[config.mk]
export PLATFORM = sky130hd
export DESIGN_NAME = fetch_pc_unit_flat
export DESIGN_NICKNAME = d
export VERILOG_FILES = /design/src/rtl/fetch_pc_unit_if.sv /design/src/rtl/fetch_pc_unit.sv /design/src/flat_wrapper.sv
export SDC_FILE = /design/constraint.sdc
export NUM_CORES = 1
export LEC_CHECK = 0
export ABC_AREA = 0
export CAP_MARGIN = 10
export CELL_PAD_IN_SITES_DETAIL_PLACEMENT = 1
export CELL_PAD_IN_SITES_GLOBAL_PLACEMENT = 2
export CORE_ASPECT_RATIO = 0.7
export CORE_UTILIZATION = 26
export CTS_CLUSTER_SIZE = 16
export DETAILED_ROUTE_END_ITERATION = 6
export GPL_TIMING_DRIVEN = 0
export PLACE_DENSITY_LB_ADDON = 0.1
export REMOVE_ABC_BUFFERS = 1
export SLEW_MARGIN = 20
export SYNTH_ARGS = -nofsm -noshare
export SYNTH_HDL_FRONTEND = slang
export SYNTH_SLANG_ARGS = --single-unit
[constraint.sdc]
create_clock -name Clk -period 4.9 [get_ports Clk]
set_input_delay 0.98 -clock Clk [delete_from_list [all_inputs] [get_ports Clk]]
set_output_delay 0.98 -clock Clk [all_outputs]
set_load 0.01 [all_outputs]
[src/rtl/fetch_pc_unit_if.sv]
// Fetch-stage bus: redirect/hazard controls from ID, the instruction-memory
// port, and the IF/ID pipeline register outputs.
interface fetch_pc_unit_if;
  logic        Stall;
  logic        Flush;
  logic [1:0]  PCSrc;
  logic [31:0] BranchBase;
  logic [31:0] BranchOffset;
  logic [25:0] JumpIndex;
  logic [31:0] JRTarget;
  logic [31:0] InstrIn;
  logic [31:0] PC_out;
  logic [31:0] IFID_Instr;
  logic [31:0] IFID_PCPlus4;
  logic        IFID_Valid;
  logic        AddrErr;

  // ID/hazard side and instruction memory drive the fetch unit
  modport master (
    output Stall, Flush, PCSrc, BranchBase, BranchOffset, JumpIndex, JRTarget,
           InstrIn,
    input  PC_out, IFID_Instr, IFID_PCPlus4, IFID_Valid, AddrErr
  );

  modport slave (
    input  Stall, Flush, PCSrc, BranchBase, BranchOffset, JumpIndex, JRTarget,
           InstrIn,
    output PC_out, IFID_Instr, IFID_PCPlus4, IFID_Valid, AddrErr
  );
endinterface

[src/rtl/fetch_pc_unit.sv]
// MIPS instruction-fetch stage: program counter with four-way next-PC select,
// IF/ID pipeline register with stall/flush, and a jr misalignment flag.
// Every output comes straight from a register.
module fetch_pc_unit #(
  parameter logic [31:0] RESET_PC = 32'h0000_0000,
  parameter logic [31:0] NOP_WORD = 32'h0000_0000
) (
  input logic            Clk,
  input logic            Rst,
  fetch_pc_unit_if.slave bus
);

  localparam logic [1:0] SRC_SEQ    = 2'b00;
  localparam logic [1:0] SRC_BRANCH = 2'b01;
  localparam logic [1:0] SRC_JUMP   = 2'b10;
  localparam logic [1:0] SRC_JR     = 2'b11;

  logic [31:0] pc_q, pc_d;
  logic [31:0] ifid_instr_q, ifid_instr_d;
  logic [31:0] ifid_pcplus4_q, ifid_pcplus4_d;
  logic        ifid_valid_q, ifid_valid_d;
  logic        addr_err_q, addr_err_d;

  logic [31:0] pc_plus4;
  logic [31:0] branch_tgt;
  logic [31:0] jump_tgt;
  logic [31:0] jr_tgt;
  logic [31:0] next_pc;

  assign pc_plus4 = pc_q + 32'd4;
  // Shifting the whole offset drops bits 31:30, same as {off[29:0],2'b00}
  assign branch_tgt = bus.BranchBase + (bus.BranchOffset << 2);
  assign jump_tgt   = {bus.BranchBase[31:28], bus.JumpIndex, 2'b00};
  assign jr_tgt     = {bus.JRTarget[31:2], 2'b00};

  // Next-PC source select
  always_comb begin
    next_pc = pc_plus4;
    case (bus.PCSrc)
      SRC_SEQ:    next_pc = pc_plus4;
      SRC_BRANCH: next_pc = branch_tgt;
      SRC_JUMP:   next_pc = jump_tgt;
      SRC_JR:     next_pc = jr_tgt;
      default:    next_pc = pc_plus4;
    endcase
  end

  // Next-state for PC, IF/ID and AddrErr; flush beats stall for IF/ID
  always_comb begin
    pc_d           = pc_q;
    ifid_instr_d   = ifid_instr_q;
    ifid_pcplus4_d = ifid_pcplus4_q;
    ifid_valid_d   = ifid_valid_q;
    addr_err_d     = 1'b0;
    if (!bus.Stall) begin
      pc_d       = next_pc;
      addr_err_d = (bus.PCSrc == SRC_JR) && (bus.JRTarget[1:0] != 2'b00);
    end
    if (bus.Flush) begin
      ifid_instr_d   = NOP_WORD;
      ifid_pcplus4_d = 32'd0;
      ifid_valid_d   = 1'b0;
    end else if (!bus.Stall) begin
      ifid_instr_d   = bus.InstrIn;
      ifid_pcplus4_d = pc_plus4;
      ifid_valid_d   = 1'b1;
    end
  end

  // State registers with synchronous reset
  always_ff @(posedge Clk) begin
    if (Rst) begin
      pc_q           <= RESET_PC;
      ifid_instr_q   <= NOP_WORD;
      ifid_pcplus4_q <= 32'd0;
      ifid_valid_q   <= 1'b0;
      addr_err_q     <= 1'b0;
    end else begin
      pc_q           <= pc_d;
      ifid_instr_q   <= ifid_instr_d;
      ifid_pcplus4_q <= ifid_pcplus4_d;
      ifid_valid_q   <= ifid_valid_d;
      addr_err_q     <= addr_err_d;
    end
  end

  assign bus.PC_out       = pc_q;
  assign bus.IFID_Instr   = ifid_instr_q;
  assign bus.IFID_PCPlus4 = ifid_pcplus4_q;
  assign bus.IFID_Valid   = ifid_valid_q;
  assign bus.AddrErr      = addr_err_q;

endmodule

[src/flat_wrapper.sv]
// flat-port wrapper written by rule: the top's interface ports become plain ports
module fetch_pc_unit_flat 
#(
  parameter logic [31:0] RESET_PC = 32'h0000_0000,
  parameter logic [31:0] NOP_WORD = 32'h0000_0000
)
  (Clk, Rst, bus_Stall, bus_Flush, bus_PCSrc, bus_BranchBase, bus_BranchOffset, bus_JumpIndex, bus_JRTarget, bus_InstrIn, bus_PC_out, bus_IFID_Instr, bus_IFID_PCPlus4, bus_IFID_Valid, bus_AddrErr);
  fetch_pc_unit_if bus_i ();
  input logic Clk;
  input logic Rst;
  input wire logic [$bits(bus_i.Stall)-1:0] bus_Stall;
  input wire logic [$bits(bus_i.Flush)-1:0] bus_Flush;
  input wire logic [$bits(bus_i.PCSrc)-1:0] bus_PCSrc;
  input wire logic [$bits(bus_i.BranchBase)-1:0] bus_BranchBase;
  input wire logic [$bits(bus_i.BranchOffset)-1:0] bus_BranchOffset;
  input wire logic [$bits(bus_i.JumpIndex)-1:0] bus_JumpIndex;
  input wire logic [$bits(bus_i.JRTarget)-1:0] bus_JRTarget;
  input wire logic [$bits(bus_i.InstrIn)-1:0] bus_InstrIn;
  output wire logic [$bits(bus_i.PC_out)-1:0] bus_PC_out;
  output wire logic [$bits(bus_i.IFID_Instr)-1:0] bus_IFID_Instr;
  output wire logic [$bits(bus_i.IFID_PCPlus4)-1:0] bus_IFID_PCPlus4;
  output wire logic [$bits(bus_i.IFID_Valid)-1:0] bus_IFID_Valid;
  output wire logic [$bits(bus_i.AddrErr)-1:0] bus_AddrErr;
  assign bus_i.Stall = bus_Stall;
  assign bus_i.Flush = bus_Flush;
  assign bus_i.PCSrc = bus_PCSrc;
  assign bus_i.BranchBase = bus_BranchBase;
  assign bus_i.BranchOffset = bus_BranchOffset;
  assign bus_i.JumpIndex = bus_JumpIndex;
  assign bus_i.JRTarget = bus_JRTarget;
  assign bus_i.InstrIn = bus_InstrIn;
  assign bus_PC_out = bus_i.PC_out;
  assign bus_IFID_Instr = bus_i.IFID_Instr;
  assign bus_IFID_PCPlus4 = bus_i.IFID_PCPlus4;
  assign bus_IFID_Valid = bus_i.IFID_Valid;
  assign bus_AddrErr = bus_i.AddrErr;
  fetch_pc_unit #(.RESET_PC(RESET_PC), .NOP_WORD(NOP_WORD)) u_core (.Clk(Clk), .Rst(Rst), .bus(bus_i));
endmodule
Word-level counts from Yosys, hierarchy flattened
Index checks and enable logic that the tools add are counted.
- register bits: 98
- input port bits: 160
- output and inout port bits: 98
- word-level logic and storage cells: 16
- add/subtract/negate cells: 2
- eq/ne operators: 3
- multiplexer cells: 1
- reduce and logical (&&, ||, !) cells: 5
- operators by type and width (cell ; count):
    $pmux W32 S4 ; 1
    $add A32 B3 Y32 const B ; 1
    $add A32 B32 Y32 ; 1
    $eq A2 B2 Y1 const B ; 2
    $reduce_or A2 Y1 ; 2
    $eq A2 B1 Y1 const B ; 1
    $logic_not A2 Y1 ; 1
    $reduce_bool A2 Y1 ; 1
    $logic_and A1 B1 Y1 ; 1

Depth between registers and ports, before layout
- word-level depth: 2
- mapped depth: 11
- gate-level depth less buffers: 11

Worst setup path after synthesis
Ideal clock, no wire load.
- kind: in2reg
- start: in bus_BranchOffset[0]
- end: reg u_core.pc_q[20], in the netlist u_core.bus.PC_out[20]
- setup time: 0.117 ns
- arrival: 3.396 ns
- required time: 4.783 ns
- path slack: 1.387 ns
- stages: 11
- path buffers: 0
- path through: ha_1 > fa_1 > a21o_1 > a221oi_2 > or2_4 > o21ai_4 > a21oi_2 > o21ai_2 > xnor2_1 > mux4_2 > a22o_1
- longest elaborated chain between the ends: 2
- RTL lines (item ; RTL line ; source):
    start, declared ; flat_wrapper.sv:15 ; input wire logic [$bits(bus_i.BranchOffset)-1:0] bus_BranchOffset;
    $add A32 B32 Y32 ; fetch_pc_unit.sv:32 ; assign branch_tgt = bus.BranchBase + (bus.BranchOffset << 2);
    $pmux W32 S4 ; fetch_pc_unit.sv:39 ; case (bus.PCSrc)
    end signal, assigned ; fetch_pc_unit.sv:79 ; pc_q <= pc_d;
    end, declared ; fetch_pc_unit.sv:18 ; logic [31:0] pc_q, pc_d;
No other way between the ends.
A chain may end at the register's enable or synchronous reset.

Worst setup path in the final report
- start: in bus_BranchOffset[14]
- end: reg u_core.pc_q[19], in the netlist u_core.bus.PC_out[19]
Same word-level chain as after synthesis.

==> results.yml <==
detailed_routing:
  ant_nets: 0
  first_iter_violations: 306
  vias_per_cell: 4.87
  drt_pass1_iterations: 4
  drt_wl_total_um: 24600
  drc: 0
  vias: 6481
  drt-wirelength-per-cell_um: 18.5
sta:
  hold_viol_final: 0
  finalSetupViolCount: 0
  finalCritPeriodShare_pct: 81.5
  finalSetupTns_ns: 0
  fmax_mhz: 250
  min_period_ns: 3.99
  tightest_slew_ns: 0.975
  rsz0062_at_grt: "no"
  drv_slew: 0
  skew_ns: 0.0116
  slew_headroom_pct: 34.8
final_layout:
  area_growth_pct: 51.0
  final_cell_mix: "clkdlybuf4s50_1, nor2_1, dfxtp_1"
  mostFrequentLayoutCell: "clkdlybuf4s50_1"
  fin_nets: 1197
  fin_cells: 1330
  drive_gt1_share_pct: 4.85
clock_network:
  clk_pin_slew_worst_paths_ns: 0.07
  cts_root_buf: "clkbuf_16"
  cts.sinks: 98
  h-tree-depth: 3
  clk_latency_ns: 0.36
  cts_inserted_buffers: 9
  clock_path_buffers: 2
  cts_tree: "yes"
  cts_hold_buf: 0
  post_cts_resize_count: 0
  cts_setup_buffers: 0
synthesis:
  yosysSeqAreaShare_pct: 31.3
  synth.top_cell.area_share_pct: 31.3
  ys_ff_latch: 98
  synth-main-ff-cell: "dfxtp_1"
  async_reset_ff_share_pct: 0
  yosys.area.top_type: "dfxtp_1"
  synth_cell_types: 59
  syn_area_um2: 6270
  synth_area_leaders: "dfxtp_1, mux2i_1, nor2_1"
  syn_area_per_cell_um2: 8.04
  yosys_warnings: 0
  synthCells: 779
  synth-edff-count: 0
floorplanning:
  rows: 47
  start_util_pct: 26.5
  dieArea_um2: 24700
  die_w_um: 188
  chipHeight_um: 132
  io_pins: 258
  core-area_um2: 23600
global_routing:
  grt_use_met2_pct: 30.2
  grt_pass1_wl_um: 38200
  met3_usage_pct: 4.05
  antenna_found_initial: 0
  grt.overflow.total: 0
  grt_pass1_vias: 6540
  grt_max_degree: 80
  grt_use_met1_pct: 29.1
  grtUsageTotal_pct: 19.8
  top_usage_layer: "met2"
placement:
  numPortBuffers: 255
  dp_hpwl_um: 18800
  gp_congestion: 0.837
  placed_cells: 1313
critical_path:
  cp-start-kind: "primary input"
  worstPathArrival_ns: 4.25
  cp_max_fo: 6
  crit_type: "in -> reg"
  crit_path_end_kind: "flip-flop"
  cp.required_ns: 5.15
power_and_ir_drop:
  leakage_nw: 3.65
  max-vdd-ir-drop_mv: 0.172
  powerDensity_nw_per_um2: 247
min_path:
  worstHoldPathType: "reg -> reg"
job:
  drv_cap: 0
status:
  outcome: "complete, no violations"
-- per-layer routing --
layer / wire (um) / part of all wire, % / vias to the layer above
li1: - / - / 3207
met1: 12700 / 52 / 3104
met2: 10500 / 43 / 162
met3: 1290 / 5.2 / 8
met4: 106 / 0.43 / 0
met5: 0 / 0 / -
-- cells in the mapped netlist, types with 3 or more instances --
library cell	instances
nand4_1	9
mux4_2	10
o21ai_0	27
o31ai_1	5
and4_1	3
and2_1	8
nand2_1	71
a31oi_1	9
nor2_1	132
xnor2_1	31
nor3_1	8
a211oi_1	8
nand2b_1	7
a22o_1	3
clkbuf_1	31
ha_1	30
o21bai_1	5
buf_1	8
mux2i_1	51
o22ai_1	6
and3_1	12
xor2_1	23
nor2b_1	5
or2_2	5
dfxtp_1	98
a21o_1	10
a21oi_1	85
nand3_1	17
o21a_1	5
a221oi_1	4
nor4_1	3
inv_1	15
-- per-stage QoR --
step / hold slack (ns) / power, mW / util (%) / setup slack [ns] / area, um2
5_1_grt: 0.484 / 2.46 / 40.0 / 0.682 / 9460
2_1_floorplan: 0.474 / 1.21 / - / 1.39 / 6090
4_1_cts: 0.458 / 2.37 / 40.0 / 0.940 / 9460
6_report: 0.451 / 2.34 / 40.0 / 0.908 / 9460
3_5_place_dp: 0.447 / 1.57 / 38.6 / 0.573 / 9140
3_3_place_gp: 0.439 / 1.58 / 38.3 / -4.12 / 9040
-- final timing paths --
kind / from / end / slack, ns / cells past startpoint
min: u_core.bus.IFID_Valid / u_core.bus.IFID_Valid / 0.45 / 2
max reg2reg: u_core.bus.PC_out[2] / u_core.bus.PC_out[30] / 1.91 / 8
min reg2reg: u_core.bus.IFID_Valid / u_core.bus.IFID_Valid / 0.45 / 2
max: bus_BranchOffset[14] / u_core.bus.PC_out[19] / 0.91 / 10
-- critical path: stages --
cell             delay [ns]
clkdlybuf4s50_1        0.40
ha_1                   0.39
a21oi_1                0.27
o21bai_1               0.13
a2111oi_0              0.76
o311a_1                0.36
nor2_1                 0.11
xor2_1                 0.15
mux4_2                 0.49
a22o_1                 0.20
-- cells by family (layout without fill, tap and decap cells) --
kind of cell,count (synthesis),count (layout),synth area share [%]
flip-flops,98,98,31.3
AO/OA/AOI/OAI,189,189,18.9
buffers and inverters,59,291,3.69
multiplexers,62,62,11.9
adder cells (fa/ha/maj),31,31,6.31
AND/OR/NAND/NOR,286,286,20.3
XOR/XNOR,54,54,7.55
other,0,1,0
-- where the power goes --
part / switching (mW) / internal, mW
Combinational: 0.327 / 0.349
Clock: 0.326 / 0.464
Sequential: 0.0421 / 0.833
Total: 0.695 / 1.65
-- cell type report --
type	instances	area, um2
diodes	1	2.50
clock buffers	12	246
clock inverters	4	73.8
fillers	2795	14200
inverters	16	60.1
multi-input cells	622	4080
flip-flops and latches	98	1960
well taps	318	398
repair buffers	259	2640
-- registers in the layout (all words and copies together) (netlist names) --
name	count
u_core.bus.AddrErr	1
u_core.bus.IFID_Instr	32
u_core.bus.IFID_PCPlus4	32
u_core.bus.IFID_Valid	1
u_core.bus.PC_out	32
Note: power is estimated with default switching activity, not from simulation.
==> edit (same flow settings) <==
Make the reset (`Rst`) asynchronous in one clocked block. Comments in the files are not updated.
--- a/src/rtl/fetch_pc_unit.sv
+++ b/src/rtl/fetch_pc_unit.sv
@@ -69,5 +69,5 @@
 
   // State registers with synchronous reset
-  always_ff @(posedge Clk) begin
+  always_ff @(posedge Clk or posedge Rst) begin
     if (Rst) begin
       pc_q           <= RESET_PC;
Formal check against the unedited RTL: differs if Rst is asserted again (counterexample within 4 cycles, from zero or initial values and one cycle with Rst high); with Rst held inactive, the same outputs for 10 cycles.
==> edit against the original RTL <==
Sequential cell count did not move. Routed wire length is 7.0% higher. Combinational power grew 41%. Synthesized area rose by 8.6%. Cell area increased by 5.3%. Die area rose by 8.5%. First-iteration DRC count grew 2.0%. Total power increased by 13%. Setup slack got worse by 0.011 ns. Highest routed layer is now met5.
==> edit: results (changes against the original RTL) <==
metric,value,unit,change
fin crit period,4.004,ns,+0.01123 ns
number of antenna cells inserted,0,,-1
initial antenna violation count,1,,+1
placed instance count,1309,,-0.30%
Routed WL,26310,um,+7.0%
H-tree Lvls,3,,unchanged
hold_sp,u_core.bus.IFID_PCPlus4[6],,
net total in the final layout,1180,,-1.4%
internal power consumption,1.766,mW,+7.3%
Clock Root Buffer,clkbuf_16,,
R2R cell count,7,,-1
hpwl dp,19440,um,+3.7%
worst path arrival time,4.19,ns,-0.06 ns
worst hold slack across all endpoints,0.5167,ns,+0.06552 ns
maximum clock insertion buffer count,2,,unchanged
clock slew at reported path FFs,0.07,ns,about the same
Iteration-0 DRC Markers,312,,+2.0%
slack of the worst reg-to-reg path,2.18,ns,+0.27 ns
count of buffers added by post-CTS timing repair for setup,0,,unchanged
GPL Wtd Cong,0.8068,,-3.7%
outcome,"finished, final reports clean",,
Layout fillers,2978,,+6.5%
cell leakage power,4.186,nW,+15%
worst flop-to-flop path endpoint,u_core.bus.IFID_PCPlus4[31],,
routed wire length per instance,19.87,um,+7.5%
count of unique library cells instantiated by Yosys,63,,+6.8%
Slew Limit Headroom,41.89,%,+7.1 points
cell count after synthesis,767,,-1.5%
GRT Overall Usage,19.64,%,-0.13 points
per-cell via count in the routed design,5.066,,+4.0%
worst hold path endpoint,u_core.bus.IFID_PCPlus4[6],,
worst vdd ir,194.9,uV,+13%
crit path launch,bus_BranchOffset[0],,
Storage cell area,2452,um2,+25%
first-pass GRT wire length,39990,um,+4.7%
FF-to-FF Start,u_core.bus.PC_out[4],,
sequential fraction of the synthesis area,36.05,%,+4.7 points
worst-path maximum fanout,7,,+1
share of async-settable or async-resettable flops after synthesis,100.0,%,+100 points
pin count of the biggest net entering global routing,78,,-2.5%
proportion of layout cells with a drive suffix above 1,5.740,%,+0.89 points
Ys Warns,0,,unchanged
capturing instance or port of the critical path,u_core.bus.PC_out[30],,
largest cells by area after synthesis,"dfrtp_1, mux2i_1, nor2_1, ha_1, a21oi_1",,
router iterations before antenna repair,7,,+3
most common library cells after synthesis,"nor2_1, dfrtp_1, a21oi_1",,
post-CTS resize count,0,,unchanged
standard cell area after detailed placement,9692,um2,+6.1%
Clock Latency Late Sink,0.36,ns,about the same
Placement Setup Slack,0.4781,ns,-0.09523 ns
clock skew after layout,0.007789,ns,-0.003824 ns
vias in the first global route,6706,,+2.5%
kind of path behind the tightest hold check,reg2reg,,
## edit: cell count changes in the layout (fill, tap and decap cells not counted), sizes merged, moves of 9 or more
| cell | delta |
|---|---|
| nor2 | -17 |
| dfxtp | -98 |
| dfrtp | +98 |
| xor2 | -9 |
| nand2 | -11 |
| a21o | +13 |
| a21oi | -13 |
## edit: power by group through the flow
| stage | sequential (mW) | combinational, mW | clock (mW) |
|---|---|---|---|
| after floorplan | 1.03 | 0.421 | 0 |
| after global placement | 1.02 | 0.965 | 0 |
| after detailed placement | 1.02 | 0.961 | 0 |
| after CTS | 1.00 | 0.967 | 0.720 |
| after global routing | 1.02 | 1.04 | 0.754 |
| final | 1.00 | 0.953 | 0.695 |
## edit: cells by family after synthesis
kind of cell,Yosys count,share of synthesized area [%]
AOI/OAI and AO/OA,209,20.18
xor gates and xnor gates,51,6.566
adders and majority gates,31,5.812
buffers and inverters,68,3.936
DFF,98,36.05
muxes,63,11.42
and+or+nand+nor,247,16.04
## edit: worst max-delay path: stages
cell and delay (ns):
clkdlybuf4s50_1 0.40, ha_1 0.24, fa_1 0.44, a211oi_2 0.31
o211ai_2 0.15, and3_1 0.24, a221o_1 0.50, a221oi_1 0.45
o41ai_1 0.17, xnor2_1 0.18, a41oi_1 0.13
## edit: per-layer routing
metal | routed length, um | up-vias | GRT usage, %
met4 | 180 | 2 | 3.500
met1 | 12870 | 3302 | 27.92
met3 | 1458 | 11 | 4.749
met2 | 11780 | 176 | 30.34
li1 | - | 3217 | -
met5 | 13 | - | 0
## edit: area by class of cell
cell class	instances	share of cell area (%)
timing repair buffer	260	26.74
inverter	19	0.7660
clock inverter	3	0.1507
clock buffer	12	2.574
tap	331	4.157
multi-input combinational	601	41.00
sequential	98	24.61
